### config.mk
export PLATFORM = sky130hd
export DESIGN_NAME = mcu_fb_writer
export DESIGN_NICKNAME = d
export VERILOG_FILES = /design/src/rtl/mcu_fb_writer.sv
export SDC_FILE = /design/constraint.sdc
export NUM_CORES = 1
export LEC_CHECK = 0
export ABC_AREA = 1
export ABC_CLOCK_PERIOD_IN_PS = 5350
export CAP_MARGIN = 20
export CORE_MARGIN = 2
export CORE_UTILIZATION = 48
export DETAILED_ROUTE_END_ITERATION = 6
export PLACE_DENSITY = 0.73
export SLEW_MARGIN = 20
export SYNTH_ARGS = -nofsm -noshare
export SYNTH_HDL_FRONTEND = slang
export SYNTH_SLANG_ARGS = --single-unit
### constraint.sdc
create_clock -name clk -period 5.35 [get_ports clk]
set_input_delay 1.07 -clock clk [delete_from_list [all_inputs] [get_ports clk]]
set_output_delay 1.07 -clock clk [all_outputs]
set_load 0.01 [all_outputs]
### src/rtl/mcu_fb_writer.sv
// mcu_fb_writer: places JPEG-decoder MCU pixels into a small RGB444 frame buffer.
//
// A pixel handshake (px_we & px_next) feeds a one-deep address/colour stage.
// Pixels inside the visible window (image size clipped to the frame buffer)
// are pushed into a small write FIFO. The FIFO drains to the frame buffer
// whenever fb_ready is high. Once the last pixel of the last MCU has been
// accepted, the block drains the pipeline and then holds frame_done until rst.
//
// Ports:
//   clk, rst                 sole clock, synchronous active-high reset
//   cfg_*                    image configuration, latched in IDLE when cfg_en=1
//   px_we, px_begin, px_end  decoder pixel strobe and MCU framing
//   px_r/g/b, px_adr         pixel colour and index inside the MCU
//   px_x_mcu, px_y_mcu       MCU coordinates
//   px_next                  ready back to the decoder
//   fb_ready                 frame buffer write port available
//   fb_wr_en/addr/data       frame buffer write port (RGB444)
//   frame_done               whole frame written
//   wr_count                 saturating count of writes this frame
module mcu_fb_writer #(
  parameter int unsigned FB_WIDTH      = 32,
  parameter int unsigned FB_HEIGHT     = 32,
  parameter int unsigned FB_ADDR_WIDTH = 10,
  parameter int unsigned FIFO_DEPTH    = 4
) (
  input  logic                     clk,
  input  logic                     rst,
  input  logic                     cfg_en,
  input  logic                     cfg_411,
  input  logic [15:0]              cfg_width,
  input  logic [15:0]              cfg_height,
  input  logic [12:0]              cfg_mcu_w,
  input  logic [12:0]              cfg_mcu_h,
  input  logic                     px_we,
  input  logic                     px_begin,
  input  logic                     px_end,
  input  logic [7:0]               px_r,
  input  logic [7:0]               px_g,
  input  logic [7:0]               px_b,
  input  logic [7:0]               px_adr,
  input  logic [12:0]              px_x_mcu,
  input  logic [12:0]              px_y_mcu,
  output logic                     px_next,
  input  logic                     fb_ready,
  output logic                     fb_wr_en,
  output logic [FB_ADDR_WIDTH-1:0] fb_wr_addr,
  output logic [11:0]              fb_wr_data,
  output logic                     frame_done,
  output logic [15:0]              wr_count
);

  localparam int unsigned PtrW = (FIFO_DEPTH > 2) ? $clog2(FIFO_DEPTH) : 1;
  localparam int unsigned CntW = PtrW + 1;
  localparam logic [CntW:0] DepthCmp = (CntW + 1)'(FIFO_DEPTH);

  typedef enum logic [1:0] {StIdle, StActive, StDrain, StDone} state_e;

  state_e      state_q;
  logic        frame_done_q;
  logic        cfg411_q;
  logic [15:0] width_q;
  logic [15:0] height_q;
  logic [12:0] mcu_w_q;
  logic [12:0] mcu_h_q;

  // Stage 1: registered address/colour of the pixel accepted last cycle.
  logic                     s1_valid_q;
  logic                     s1_keep_q;
  logic [FB_ADDR_WIDTH-1:0] s1_addr_q;
  logic [11:0]              s1_data_q;

  // Write FIFO.
  logic [FB_ADDR_WIDTH-1:0] fifo_addr_q [FIFO_DEPTH];
  logic [11:0]              fifo_data_q [FIFO_DEPTH];
  logic [PtrW-1:0]          rd_ptr_q;
  logic [PtrW-1:0]          wr_ptr_q;
  logic [CntW-1:0]          count_q;
  logic [15:0]              wr_count_q;

  logic                     fifo_empty;
  logic                     push;
  logic                     pop;
  logic                     accept;
  logic                     last_px;
  logic [CntW:0]            occ;
  logic [3:0]               col;
  logic [3:0]               row;
  logic [16:0]              x;
  logic [16:0]              y;
  logic [15:0]              width_lim;
  logic [15:0]              height_lim;
  logic                     keep;
  logic [FB_ADDR_WIDTH-1:0] addr_calc;
  logic [11:0]              data_calc;

  // px_begin and the low colour nibbles carry no information for this block.
  logic unused_inputs;
  assign unused_inputs = ^{px_begin, px_r[3:0], px_g[3:0], px_b[3:0]};

  // Handshake. The stage-1 slot counts against FIFO space so it can always push.
  assign fifo_empty = (count_q == '0);
  assign occ        = {1'b0, count_q} + {{CntW{1'b0}}, s1_valid_q};
  assign px_next    = (state_q == StActive) && (occ < DepthCmp);
  assign accept     = px_we && px_next;
  assign last_px    = accept && px_end && (px_x_mcu == mcu_w_q - 13'd1) &&
                      (px_y_mcu == mcu_h_q - 13'd1);

  // Pixel geometry, kept 17 bits wide so nothing wraps before the clip compare.
  always_comb begin
    col = cfg411_q ? px_adr[3:0] : {1'b0, px_adr[2:0]};
    row = cfg411_q ? px_adr[7:4] : {1'b0, px_adr[5:3]};
    x   = (cfg411_q ? {px_x_mcu, 4'b0000} : {1'b0, px_x_mcu, 3'b000}) + {13'd0, col};
    y   = (cfg411_q ? {px_y_mcu, 4'b0000} : {1'b0, px_y_mcu, 3'b000}) + {13'd0, row};
    width_lim  = (width_q < 16'(FB_WIDTH)) ? width_q : 16'(FB_WIDTH);
    height_lim = (height_q < 16'(FB_HEIGHT)) ? height_q : 16'(FB_HEIGHT);
    keep       = (x < {1'b0, width_lim}) && (y < {1'b0, height_lim});
    addr_calc  = FB_ADDR_WIDTH'(32'(y) * 32'(FB_WIDTH) + 32'(x));
    data_calc  = {px_r[7:4], px_g[7:4], px_b[7:4]};
  end

  assign push = s1_valid_q && s1_keep_q;
  assign pop  = fb_wr_en;

  assign fb_wr_en   = !fifo_empty && fb_ready && (state_q != StIdle);
  assign fb_wr_addr = fb_wr_en ? fifo_addr_q[rd_ptr_q] : '0;
  assign fb_wr_data = fb_wr_en ? fifo_data_q[rd_ptr_q] : '0;
  assign frame_done = frame_done_q;
  assign wr_count   = wr_count_q;

  // Control FSM with configuration latch and registered frame_done.
  always_ff @(posedge clk) begin
    if (rst) begin
      state_q      <= StIdle;
      frame_done_q <= 1'b0;
      cfg411_q     <= 1'b0;
      width_q      <= '0;
      height_q     <= '0;
      mcu_w_q      <= '0;
      mcu_h_q      <= '0;
    end else begin
      unique case (state_q)
        StIdle: begin
          if (cfg_en) begin
            cfg411_q <= cfg_411;
            width_q  <= cfg_width;
            height_q <= cfg_height;
            mcu_w_q  <= cfg_mcu_w;
            mcu_h_q  <= cfg_mcu_h;
            state_q  <= StActive;
          end
        end
        StActive: begin
          if (last_px) state_q <= StDrain;
        end
        StDrain: begin
          if (!s1_valid_q && fifo_empty) begin
            state_q      <= StDone;
            frame_done_q <= 1'b1;
          end
        end
        StDone: state_q <= StDone;
        default: state_q <= StIdle;
      endcase
    end
  end

  // Stage 1.
  always_ff @(posedge clk) begin
    if (rst) begin
      s1_valid_q <= 1'b0;
      s1_keep_q  <= 1'b0;
      s1_addr_q  <= '0;
      s1_data_q  <= '0;
    end else begin
      s1_valid_q <= accept;
      if (accept) begin
        s1_keep_q <= keep;
        s1_addr_q <= addr_calc;
        s1_data_q <= data_calc;
      end
    end
  end

  // FIFO storage needs no reset: the pointers and count define what is valid.
  always_ff @(posedge clk) begin
    if (push) begin
      fifo_addr_q[wr_ptr_q] <= s1_addr_q;
      fifo_data_q[wr_ptr_q] <= s1_data_q;
    end
  end

  always_ff @(posedge clk) begin
    if (rst) begin
      rd_ptr_q   <= '0;
      wr_ptr_q   <= '0;
      count_q    <= '0;
      wr_count_q <= '0;
    end else begin
      if (push) wr_ptr_q <= wr_ptr_q + 1'b1;
      if (pop)  rd_ptr_q <= rd_ptr_q + 1'b1;
      unique case ({push, pop})
        2'b10:   count_q <= count_q + 1'b1;
        2'b01:   count_q <= count_q - 1'b1;
        default: count_q <= count_q;
      endcase
      if (pop && (wr_count_q != 16'hFFFF)) wr_count_q <= wr_count_q + 16'd1;
    end
  end

endmodule

* After elaboration in Yosys (flattened, before gate mapping)
Memories as Yosys holds them, arrays and structs flattened. A register that Yosys moved wholly into a read port is not among the register bits. Index checks and enable logic that the tools add are counted.
Storage, ports and cells: output and inout bits 41, bits in writable memories 88, memories 2, logic and storage cells 83, bits of input ports 124, register bits 109
Operators by class: eq/ne operators 11, reductions and logical operators 20, add/sub/neg operators 11, mux-type cells 19, magnitude comparators 5
Memory list:
- fifo_data_q | depth 4, bits a word 12, rd ports 1, clocked after memory_dff 1, wr ports 1, line 74 | logic [11:0] fifo_data_q [FIFO_DEPTH];
- fifo_addr_q | depth 4, bits a word 10, rd ports 1, clocked after memory_dff 1, wr ports 1, line 73 | logic [FB_ADDR_WIDTH-1:0] fifo_addr_q [FIFO_DEPTH];
Operators with widths (number):
- $add 17x4->17 | 2
- $lt 17x16->1 | 2
- $mux 17 | 2
- $lt 16x6->1 const B | 2
- $mux 16 | 2
- $eq 13x13->1 | 2
- $sub 13x1->13 const B | 2
- $add 16x1->16 const B | 1
- $ne 16x16->1 const B | 1
- $mux 2 | 7
- $mux 12 | 1
- $logic_and 1x1->1 | 11
- $add 10x10->10 | 1
- $mux 10 | 1
- $mux 4 | 2
- $pmux 2 s4 | 1
- $eq 2x2->1 const B | 3
- $ne 2x2->1 const B | 3
- $pmux 3 s2 | 1
- $add 2x1->2 const B | 2
- $add 3x1->4 | 1
- $eq 2x1->1 const B | 2
- $lt 4x3->1 const B | 1
- $reduce_and 2->1 | 2
- other kinds (8) | 11

* Depth between registers and ports, before layout
word-level depth 9, mapped depth 22, depth with buffers taken out 18

* Least setup slack after synthesis
OpenSTA, ideal clock, no wires.
path type input -> output, start input port fb_ready, end output port fb_wr_addr[0], data required time 4.280 ns, buffers on the path 1, cell stages on the path 5, data arrival time 2.006 ns, setup slack 2.274 ns, cells stage by stage inv_1 -> nor3_4 -> inv_1 -> clkbuf_1 -> a21oi_1
Between the ends: word-level cells in the longest chain between the ends 3
Ends and longest elaborated chain:
- from (decl) | line 44 | input logic fb_ready,
- $logic_and 1x1->1 (2 in a row) | line 124 | assign fb_wr_en = !fifo_empty && fb_ready && (state_q != StIdle);
- named net fb_wr_en | line 45 | output logic fb_wr_en,
- $mux 10 | line 125 | assign fb_wr_addr = fb_wr_en ? fifo_addr_q[rd_ptr_q] : '0;
- to (decl) | line 46 | output logic [FB_ADDR_WIDTH-1:0] fb_wr_addr,
The timed path passes the listed nets, and every way through them passes these cells.

* Worst setup path in the final report
start input port fb_ready, end output port fb_wr_addr[3]
Between the ends: word-level cells in the longest chain between the ends 3
Ends and longest elaborated chain (line):
- $logic_and 1x1->1 (2 in a row) | 124
- $mux 10 | 125
Every way passes these cells.

==> flow_metrics.py <==
metrics = {
    "cells_and_area": {
        "final-seq-area_mm2": 0.004866,
        "area_delta_synth_final_pct": 24.14,
        "multiInputGateArea_mm2": 0.004731,
        "fraction_of_final_layout_cells_with_drive_strength_greater_than_1_pct": 5.201,
        "layout.cells.most_common": "sky130_fd_sc_hd__nor2_1",
        "mostFrequentLayoutCells": "sky130_fd_sc_hd__nor2_1, sky130_fd_sc_hd__nand2_1, sky130_fd_sc_hd__o21ai_0",
        "fillCellCount": 1885,
        "finish.net_count": 1598,
    },
    "clocking": {
        "tritoncts": "done",
        "tritoncts_num_sinks": 199,
        "tritoncts.num_buffers": 17,
        "latest_clock_arrival_within_the_worst_skew_pair_ns": 0.45,
        "post_cts.repair.setup_buffers": 0,
        "post_cts.resized_instances": 0,
        "clock_tree.root_cell": "sky130_fd_sc_hd__clkbuf_16",
        "cts_hold_buf": 0,
        "cts.clk_slew.worst_paths_ns": 0.08,
        "cts_htree_levels": 4,
        "cts-root-to-sink-buffers": 2,
    },
    "worst_hold_path": {
        "hp-class": "register to register",
    },
    "floorplan": {
        "fp-row-count": 53,
        "ports": 165,
        "chipHeight_um": 149.3,
        "dieArea_mm2": 0.02230,
        "core_area_mm2": 0.02089,
        "start_util_pct": 48.54,
        "die-width_um": 149.3,
    },
    "yosys": {
        "syn_area_per_cell_um2": 7.909,
        "synth-edff-count": 88,
        "synthAdderAreaFrac_pct": 5.701,
        "top_flip_flop_cell_by_instance_count_after_synthesis": "sky130_fd_sc_hd__dfxtp_1",
        "synthDistinctLibCells": 46,
        "synthArstFlopShare_pct": 0,
        "synthesis.instances": 1282,
        "synth_seq_area_share_pct": 47.98,
        "yosys-mux-area-fraction_pct": 0.2221,
        "seq_cells_post_synth": 199,
        "synth_area_mm2": 0.01014,
        "post_synth_and_or_nand_nor_area_fraction_pct": 23.21,
        "post_synth_xor_area_fraction_pct": 2.850,
        "combinational_family_with_the_most_area_after_synthesis": "simple AND/OR/NAND/NOR gates",
        "synth-compound-area-share_pct": 13.75,
        "synth_warnings": 0,
    },
    "placement": {
        "gpl_congestion": 0.9067,
        "io_buffer_count": 151,
        "dp_slack_ns": 0.9362,
        "dp_hpwl_um": 17100,
    },
    "setup_path": {
        "worstSetupPathType": "primary input to primary output",
        "timing.critical_path.to_type": "primary output",
        "cp_arrival_ns": 3.35,
        "cp-start-kind": "primary input",
        "worst_ep_required_time_ns": 4.28,
        "crit_path_max_fanout": 22,
    },
    "timing": {
        "final.setup.tns_ns": 0,
        "timing_worst_slew_pin_value_ns": 0.9189,
        "number_of_endpoints_failing_setup_at_the_final_stage": 0,
        "worst_clock_skew_ns": 0.01077,
        "finalCritPeriodShare_pct": 82.57,
        "slew_headroom_pct": 38.74,
        "fin_ws_ns": 0.9325,
        "timing_hold_violations_final": 0,
        "setup_repair_after_global_routing_missed_its_margin": "false",
        "max_freq_mhz": 226.4,
        "final_max_slew_viol_count": 0,
        "min_tclk_post_route_ns": 4.418,
    },
    "detailed_routing": {
        "routed_wl_um": 23810,
        "drt_iter0_drc": 487,
        "detail_route.first_pass.iterations": 4,
        "via_per_inst": 5.094,
        "antenna_violating_nets_left": 0,
        "drc_errors": 0,
        "routed_length_per_instance_um": 13.86,
        "num_vias": 8751,
    },
    "power": {
        "power_per_cell_area_mw_per_mm2": 285.8,
        "internal_power_mw": 2.540,
        "p_sw_mw": 1.056,
        "vdd.ir_drop.worst_mv": 0.2172,
        "power.share.clock_pct": 38.0,
        "power.share.switching_pct": 29.37,
        "comb_power_share_pct": 15.1,
        "power.sequential.fraction_pct": 46.9,
        "p_leak_nw": 5.048,
    },
    "run": {
        "cap_violations": 0,
    },
    "grt": {
        "antenna_found_initial": 1,
        "maximum_number_of_pins_on_one_net_before_global_route_repair": 79,
        "overflow": 0,
        "grtUsageTotal_pct": 22.19,
        "grt_first_pass_wirelength_um": 39120,
        "grt_pass1_vias": 8055,
    },
    "run_status": {
        "status": "complete, no violations",
    },
}
-- power by group through the flow --
stage / combinational [mW] / clock, mW / sequential [mW]
2_1_floorplan: 0.371 / 0 / 1.70
3_3_place_gp: 0.526 / 0 / 1.72
3_5_place_dp: 0.539 / 0 / 1.72
4_1_cts: 0.542 / 1.38 / 1.69
5_1_grt: 0.621 / 1.46 / 1.70
6_report: 0.542 / 1.37 / 1.69
-- cell type report --
class | count | area share [%]
Multi-Input combinational cell | 942 | 37.58
Clock buffer | 17 | 3.380
Timing Repair Buffer | 162 | 12.66
Tap cell | 275 | 2.734
Inverter | 107 | 3.191
Sequential cell | 199 | 38.66
Antenna cell | 1 | 0.01988
Clock inverter | 15 | 1.769
-- registers in the layout, summed over array words and instances, names as in the netlist, 3 cells and up, named ones only --
register / flops
width_q: 16
height_q: 16
fifo_data_q: 48
count_q: 3
wr_count: 16
s1_data_q: 12
mcu_w_q: 13
fifo_addr_q: 40
mcu_h_q: 13
s1_addr_q: 10
-- metal layers --
layer,vias to the layer above,GRT usage (%),routed length [um],part of all wire (%)
met5,-,0,0,0
met1,3979,29.62,11050,46
met4,0,6.381,478,2.0
li1,4512,-,-,-
met3,31,4.312,1186,5.0
met2,229,36.77,11090,47
-- path summary, 6_finish.rpt --
path             start            end  slack (ns)  cells past startpoint
min          s1_keep_q      s1_keep_q        0.48                      2
max reg2reg   cfg411_q      s1_keep_q        2.51                     10
max           fb_ready  fb_wr_addr[3]        0.93                      6
min reg2reg  s1_keep_q      s1_keep_q        0.48                      2
-- per-stage QoR --
| stage | hold WS, ns | std cells | util [%] | power, mW | instance area, um2 |
|---|---|---|---|---|---|
| 2_1_floorplan | 0.4362 | 1301 | - | 2.071 | 10210 |
| 3_3_place_gp | 0.4481 | 1685 | 57.14 | 2.244 | 11940 |
| 3_5_place_dp | 0.4607 | 1685 | 57.14 | 2.260 | 11940 |
| 4_1_cts | 0.4729 | 1717 | 60.25 | 3.612 | 12580 |
| 5_1_grt | 0.5018 | 1718 | 60.26 | 3.773 | 12590 |
| 6_report | 0.4797 | 1718 | 60.26 | 3.597 | 12590 |
-- worst max-delay path: stages --
cell and delay, ns:
sky130_fd_sc_hd__clkdlybuf4s50_1 0.49, sky130_fd_sc_hd__inv_1 0.07, sky130_fd_sc_hd__nor3_4 0.36, sky130_fd_sc_hd__inv_1 0.44
sky130_fd_sc_hd__a21oi_1 0.32, sky130_fd_sc_hd__clkdlybuf4s50_1 0.58
-- cells in the mapped netlist (all sizes together) (3+ instances only) --
library cell	number	area [um2]
xnor2	15	131.4
nor3	18	117.6
nand4	6	37.54
edfxtp	88	2643
nand2	176	668.1
nand3	51	260.3
dfxtp	111	2222
nand3b	3	22.52
o21ai	170	854.6
and2	4	25.02
buf	16	90.08
a21oi	88	440.4
xor2	18	157.7
nor2	304	1159
clkbuf	37	138.9
inv	107	401.6
ha	43	538.0
and3	3	18.77
-- cells by family (layout without fill, tap and decap cells) --
group,Yosys count,in the layout
AND/OR/NAND/NOR,570,570
AO/OA/AOI/OAI,271,271
flip-flops,199,199
buffers and inverters,160,301
adder cells (fa/ha/maj),45,45
XOR/XNOR,33,33
other,2,22
multiplexers,2,2
Power figures use the tool's default switching activity.
